**config.mk**
```make
export PLATFORM = sky130hd
export DESIGN_NAME = gray_code_source
export DESIGN_NICKNAME = d
export VERILOG_FILES = /design/src/rtl/gray_code_source.sv
export SDC_FILE = /design/constraint.sdc
export NUM_CORES = 1
export LEC_CHECK = 0
export ABC_AREA = 1
export CAP_MARGIN = 20
export CORE_MARGIN = 5
export CORE_UTILIZATION = 43
export DETAILED_ROUTE_END_ITERATION = 10
export GPL_ROUTABILITY_DRIVEN = 0
export PLACE_DENSITY = 0.82
export SLEW_MARGIN = 10
export SYNTH_ARGS = -nofsm -noshare
export SYNTH_HDL_FRONTEND = slang
export SYNTH_SLANG_ARGS = --single-unit
```
**constraint.sdc**
```tcl
create_clock -name clk -period 1.6 [get_ports clk]
set_input_delay 0.24 -clock clk [delete_from_list [all_inputs] [get_ports clk]]
set_output_delay 0.24 -clock clk [all_outputs]
set_load 0.01 [all_outputs]
```
**src/rtl/gray_code_source.sv**
```systemverilog
// Gray-code stream source with valid/ready output handshake.
// Supports free-run and single-sweep modes, up/down counting and load.
module gray_code_source #(
    parameter int WIDTH = 4
) (
    input  logic             clk,
    input  logic             rst,
    input  logic             start,
    input  logic             stop,
    input  logic             dir,
    input  logic             sweep,
    input  logic             load,
    input  logic [WIDTH-1:0] load_bin,
    output logic [WIDTH-1:0] g_out,
    output logic             g_valid,
    input  logic             g_ready,
    output logic             wrap,
    output logic             done,
    output logic             busy
);

    localparam logic S_IDLE = 1'b0;
    localparam logic S_RUN  = 1'b1;

    localparam logic [WIDTH-1:0] CNT_ONE   = 1;
    localparam logic [WIDTH:0]   XFER_ONE  = 1;
    localparam logic [WIDTH:0]   SWEEP_LEN = {1'b1, {WIDTH{1'b0}}};

    logic             r_state;
    logic [WIDTH-1:0] r_cnt;
    logic [WIDTH-1:0] r_g;
    logic [WIDTH:0]   r_xfer;
    logic             r_sweep;
    logic             r_wrap;
    logic             r_done;

    logic             w_hs;
    logic             w_load;
    logic [WIDTH-1:0] w_cnt_step;
    logic [WIDTH-1:0] w_cnt_next;
    logic             w_wrap_step;
    logic [WIDTH:0]   w_xfer_next;
    logic             w_last;

    assign w_hs        = (r_state == S_RUN) && g_ready;
    assign w_load      = (r_state == S_IDLE) && !stop && load;
    assign w_cnt_step  = dir ? (r_cnt - CNT_ONE) : (r_cnt + CNT_ONE);
    assign w_wrap_step = dir ? (r_cnt == '0) : (r_cnt == '1);
    assign w_xfer_next = r_xfer + XFER_ONE;
    // A sweep ends on the handshake that completes 2^WIDTH transfers.
    assign w_last      = r_sweep && (w_xfer_next == SWEEP_LEN);

    always_comb begin
        w_cnt_next = r_cnt;
        if (w_load) begin
            w_cnt_next = load_bin;
        end else if (w_hs) begin
            w_cnt_next = w_cnt_step;
        end
    end

    always_ff @(posedge clk) begin
        if (rst) begin
            r_state <= S_IDLE;
            r_cnt   <= '0;
            r_g     <= '0;
            r_xfer  <= '0;
            r_sweep <= 1'b0;
            r_wrap  <= 1'b0;
            r_done  <= 1'b0;
        end else begin
            r_wrap <= 1'b0;
            r_done <= 1'b0;
            r_cnt  <= w_cnt_next;
            r_g    <= w_cnt_next ^ (w_cnt_next >> 1);
            if (r_state == S_IDLE) begin
                if (!stop && !load && start) begin
                    r_state <= S_RUN;
                    r_xfer  <= '0;
                    r_sweep <= sweep;
                end
            end else begin
                if (w_hs) begin
                    r_xfer <= w_xfer_next;
                    r_wrap <= w_wrap_step;
                    if (w_last) begin
                        r_state <= S_IDLE;
                        r_done  <= 1'b1;
                    end
                end
                if (stop) begin
                    r_state <= S_IDLE;
                end
            end
        end
    end

    assign g_out   = r_g;
    assign g_valid = (r_state == S_RUN);
    assign busy    = (r_state == S_RUN);
    assign wrap    = r_wrap;
    assign done    = r_done;

endmodule

```
# ---- Word-level counts from Yosys, hierarchy flattened
# Index checks and enable logic that the tools add are counted.
dict set report op_classes {
  n_eq_ne 3
  shift 0
  n_mux 13
  reduce_logical 13
  add_sub_neg 3
  n_lt_le_gt_ge 0
  bitwise_logic 3
  mul 0
  div_mod_pow 0
}
# operator n
set ops {}
lappend ops {{$mux 5} 3}
lappend ops {{$mux 4} 3}
lappend ops {{$mux 1} 7}
lappend ops {{$logic_and 1x1->1} 6}
lappend ops {{$add 5x1->5 const B} 1}
lappend ops {{$eq 5x5->1 const B} 1}
lappend ops {{$add 4x1->4 const B} 1}
lappend ops {{$eq 4x4->1 const B} 1}
lappend ops {{$logic_not 4->1} 1}
lappend ops {{$reduce_and 2->1} 2}
lappend ops {{$sub 4x1->4 const B} 1}
lappend ops {{$xor 4x3->4} 1}
lappend ops {{$reduce_or 3->1} 1}
lappend ops {{$logic_not 1->1} 2}
lappend ops {{$ne 2x1->1 const B} 1}
lappend ops {{$not 1->1} 2}
lappend ops {{$reduce_bool 2->1} 1}
dict set report word_totals {
  wordCells 42
  latch_bits 0
  romBits 0
  input_bits 12
  output_inout_bits 8
  n_memories 0
  ff_bits 17
  ramBits 0
}

# ---- Logic depth before layout (Yosys ltp)
dict set report depth {
  word_depth 7
  mapped_depth 12
  depth_no_buf 12
}

# ---- Least setup slack after synthesis
# No wires, ideal clock.
dict set report synth_timing {
  path_type {register to register}
  startpoint {register r_cnt[0]}
  endpoint {register r_g[2], in the netlist g_out[2]}
  period_less_slack_ps 1502
  setup_time_ps 113
  arrival_time_ps 1390
  path_slack_ps 98
  path_buffers 0
  stages_incl_launch_ff 9
  path_cell_list {dfxtp_1 > fa_1 > or2_2 > nand3_1 > nand3_1 > o21ai_2 > nand2_1 > nand2_1 > nor2_1}
}
dict set report synth_via {
  elab_chain_cells 5
}
# item line_no
set synth_rtl {}
lappend synth_rtl {{from (decl)} 30} ;# logic [WIDTH-1:0] r_cnt;
lappend synth_rtl {{from (signal assigned)} 74} ;# r_cnt <= w_cnt_next;
lappend synth_rtl {{$add 4x1->4 or $sub 4x1->4 (tied branches)} 47} ;# assign w_cnt_step = dir ? (r_cnt - CNT_ONE) : (r_cnt + CNT_ONE);
lappend synth_rtl {{$mux 4 (*)} 47}
lappend synth_rtl {{$mux 4 (*)} 57} ;# end else if (w_hs) begin
lappend synth_rtl {{$mux 4 (*)} 55} ;# if (w_load) begin
lappend synth_rtl {{$xor 4x3->4 (*)} 75} ;# r_g <= w_cnt_next ^ (w_cnt_next >> 1);
lappend synth_rtl {{to (signal assigned)} 75}
lappend synth_rtl {{to (decl)} 31} ;# logic [WIDTH-1:0] r_g;
# Mark *: on every way between the ends. The rest lies on a longest branch, timed or not.
# A chain may end at the register's enable or synchronous reset.

# ---- Final worst setup path
dict set report layout_timing {
  startpoint {register r_state, in the netlist busy}
  endpoint {output port busy}
}
# item line_no
set layout_rtl {}
lappend layout_rtl {{from (decl)} 29} ;# logic r_state;
lappend layout_rtl {{from (signal assigned)} 64} ;# r_state <= S_IDLE;
lappend layout_rtl {{from (signal assigned)} 78} ;# r_state <= S_RUN;
lappend layout_rtl {{from (signal assigned)} 87} ;# r_state <= S_IDLE;
lappend layout_rtl {{to (decl)} 19} ;# output logic busy
# No word-level cell between the ends.

==> reports/summary.log <==
INFO  power          report.power.total=0.000924W
INFO  final_layout   antenna_cells_inserted=0
INFO  yosys          avgSynthCellArea=7.65µm²
INFO  yosys          synthCells=114
INFO  yosys          synth_cell_type_count=24
INFO  grt            grt_max_degree=10
INFO  final_layout   num-fill-cells=175
INFO  yosys          synth_fp_nets=131
INFO  floorplanning  die_h=55.0µm
INFO  worst_setup_path crit_path_start=busy
INFO  clock_network  clk_root_buffer_cell=clkbuf_4
INFO  routing        drt-pass1-iter-count=4
INFO  worst_setup_path worst_case_reg_to_reg_path_depth=13
INFO  final_layout   areaGrowthSynthToFinish=39.6%
INFO  sta            rsz0062_at_grt=no
INFO  worst_setup_path instance_count_on_the_critical_path=1
INFO  grt            gr-total-overflow=0
INFO  place          dp_cells=162
INFO  final_layout   regArea=325µm²
INFO  place          post-dp-hpwl=1400µm
INFO  run_status     run_status=finished clean
INFO  floorplanning  fp-row-count=16
INFO  sta            min_period_over_period=0.938
INFO  yosys          synthMuxAreaShare=0
INFO  routing        routed_wirelength=1850µm
INFO  power          power_density=759nW/µm²
INFO  yosys          combinational_family_with_the_most_area_after_synthesis=simple AND/OR/NAND/NOR gates
INFO  final_layout   final_layout_size_suffix_gt1_frac=0.250
INFO  grt            grt_pass1_vias=828
INFO  clock_network  path_clk_slew=100ps
INFO  yosys          syn-cell-area=872µm²
INFO  sta            layout_min_cycle_time=1500ps
INFO  power          static-leakage-power=0.504nW
INFO  clock_network  htree_levels=1
INFO  worst_setup_path cp.required=1360ps
INFO  sta            finalHoldViolCount=0
INFO  clock_network  cts.sinks=16
INFO  routing        detailroute.via_count=819
INFO  worst_setup_path critical_path_class=register to primary output
INFO  sta            finalSetupTns=0ps
INFO  routing        drt-vias-per-instance=4.90
INFO  yosys          synth-seq-cells=16
INFO  clock_network  clock_tree_from_tritoncts=yes
INFO  yosys          ys.warnings.count=0
INFO  final_layout   finalInstanceArea=1220µm²
INFO  final_layout   non_filler_instance_count_after_layout=167
INFO  grt            grt_antenna_before_repair=0
INFO  floorplanning  io-pin-count=20
INFO  place          portbufs=19
INFO  floorplanning  initial_utilization=0.449
INFO  yosys          yosysSeqAreaShare=0.367
INFO  worst_setup_path setup.worst_path.end=busy
INFO  clock_network  cts_hold_buf=0
INFO  grt            gr-usage-all-layers=0.146
INFO  sta            fin_worst_skew=2.16ps
INFO  sta            maxSlewViolCount=0
INFO  floorplanning  design.die.area=3030µm²
INFO  routing        drc=0
INFO  floorplanning  dieWidth=55.0µm
INFO  clock_network  cts_max_path_buffers=2
INFO  floorplanning  core_area=1940µm²
INFO  worst_setup_path critical_path_arrival=1260ps
INFO  sta            transition_time_at_the_pin_with_the_least_slew_margin=239ps
INFO  worst_setup_path path_delay_family=buffers and inverters
INFO  clock_network  insertion_delay=290ps
INFO  yosys          area_fraction_in_compound_gates_after_synthesis=0.113
INFO  place          detailedPlace.worstSlack=-444ps
INFO  job            max-cap-violations=0
INFO  worst_setup_path critical_path.max_stage_delay=560ps
INFO  power          worst_ir_drop_vdd=0.545mV
INFO  worst_setup_path crit-reg2reg-capture=g_out[2]
INFO  worst_setup_path reg2reg_setup_slack=110ps
INFO  worst_setup_path critical-path-slowest-cell=clkdlybuf4s50_1
INFO  worst_setup_path critPathCaptureType=primary output
INFO  worst_setup_path reg2reg_from=r_cnt[1]
INFO  yosys          synthSimpleGateAreaFrac=0.343
INFO  routing        wl_per_cell=11.1µm
INFO  routing        route.antenna.remaining_nets=0
INFO  routing        detailedRoute.firstIterationViolations=19
INFO  sta            final-setup-viol-count=0
INFO  grt            grt_pass1_wl=3170µm
INFO  final_layout   num-nets-final=158
INFO  yosys          synth_area_in_adders=0.0803
INFO  worst_setup_path cp_cell_sequence=clkdlybuf4s50_1
INFO  worst_setup_path cp.buffers_inverters=1
INFO  yosys          synth_xor_xnor_area_share=0.0301
INFO  worst_hold_path hold_path_class=register to register
INFO  final_layout   footprint_of_the_multi_input_gates=549µm²
INFO  clock_network  number_of_buffers_inserted_during_clock_tree_synthesis=3
INFO  worst_setup_path critical_path.max_fanout=5
INFO  place          dpl-instance-area=1110µm²
INFO  worst_setup_path startpoint_class_of_the_critical_path=register
INFO  sta            timing.final.ws_setup=98.8ps
INFO  sta            maxSlewHeadroom=0.839
INFO  sta            timing.fmax=666MHz
==> worst min-delay path: stages (launching register included) <==
cell and delay, ps:
dfxtp_1 330, nand2_1 60, a21oi_1 50
==> registers in the layout, indices dropped and copies added, names as in the netlist <==
name     cells
busy         1
wrap         1
r_sweep      1
g_out        3
r_cnt        4
r_xfer       5
done         1
==> metal layers <==
metal,track usage,up-vias,part of all wire
met4,0.0850,0,0.021
met3,0.0375,6,0.065
met1,0.169,365,0.45
li1,-,425,-
met5,0,-,0
met2,0.242,23,0.46
==> report_power, final <==
part | switching (W) | internal [W]
clock network | 0.000133 | 0.000139
registers | 0.0000140 | 0.000420
logic | 0.000106 | 0.000112
==> Yosys cell counts <==
master,n,area (µm²)
dfxtp_1,16,320
or2_2,2,12.5
nand3b_1,1,7.51
or2_1,1,6.26
o22a_1,1,8.76
nor3_1,1,5.00
o21ai_2,4,35.0
nor2_4,1,11.3
xnor2_1,1,8.76
nand3_1,10,50.1
or2_0,1,6.26
xor2_1,2,17.5
clkinv_4,1,8.76
o21ai_0,2,10.0
nand2_1,29,109
inv_1,7,26.3
a21oi_1,9,45.0
nor2_2,3,18.8
buf_4,3,22.5
nand4_1,2,12.5
nor2_1,10,37.5
ha_1,4,50.1
nand2_4,2,22.5
fa_1,1,20.0
==> per-stage QoR <==
stage | hold WS (ps) | util
floorplan | 314 | -
global placement | 453 | 0.572
CTS | 474 | 0.591
detailed placement | 461 | 0.572
global route | 514 | 0.627
finish | 475 | 0.627
==> cell families after synthesis <==
| kind of cell | Yosys count |
|---|---|
| simple gates | 63 |
| compound gates | 16 |
| flops | 16 |
| buf+inv | 11 |
| fa+ha+maj | 5 |
| xor+xnor | 3 |
==> placed cells by master (no fill, tap or decap), drive strengths merged, types with 4 or more instances in the layout <==
| master | synthesis | routed |
|---|---|---|
| inv | 7 | 7 |
| nand2 | 31 | 31 |
| clkbuf | 0 | 4 |
| or2 | 4 | 4 |
| buf | 3 | 6 |
| a21oi | 9 | 9 |
| clkdlybuf4s50 | 0 | 18 |
| dfxtp | 16 | 16 |
| o21ai | 6 | 6 |
| ha | 4 | 4 |
| nor2 | 14 | 14 |
| nand3 | 10 | 10 |
==> layout make-up <==
type	instances	area share
multi-input combinational	87	0.451
sequential	16	0.267
tap	27	0.0277
timing repair buffer	25	0.195
clock buffer	4	0.0298
inverter	8	0.0288
==> worst min path at each step <==
| stage | from | endpoint | slack [ps] | depth (start not counted) |
|---|---|---|---|---|
| 6_report | r_sweep | r_sweep | 470 | 2 |
| 3_3_place_gp | r_sweep | r_sweep | 450 | 2 |
| 5_1_grt | r_xfer[4] | r_xfer[4] | 510 | 2 |
| 4_1_cts | r_sweep | r_sweep | 470 | 2 |
| 2_1_floorplan | rst | r_cnt[1] | 310 | 1 |
| 3_5_place_dp | r_sweep | r_sweep | 460 | 2 |
==> repair_timing <==
item / in CTS / in global routing
resized for setup: 2 / 15
endpoints found under the setup margin: 5 / 2
buffers inserted: 0 / 1
cloned: 0 / 0
pin swaps: 0 / 4
Note: power is estimated with default switching activity, not from simulation.
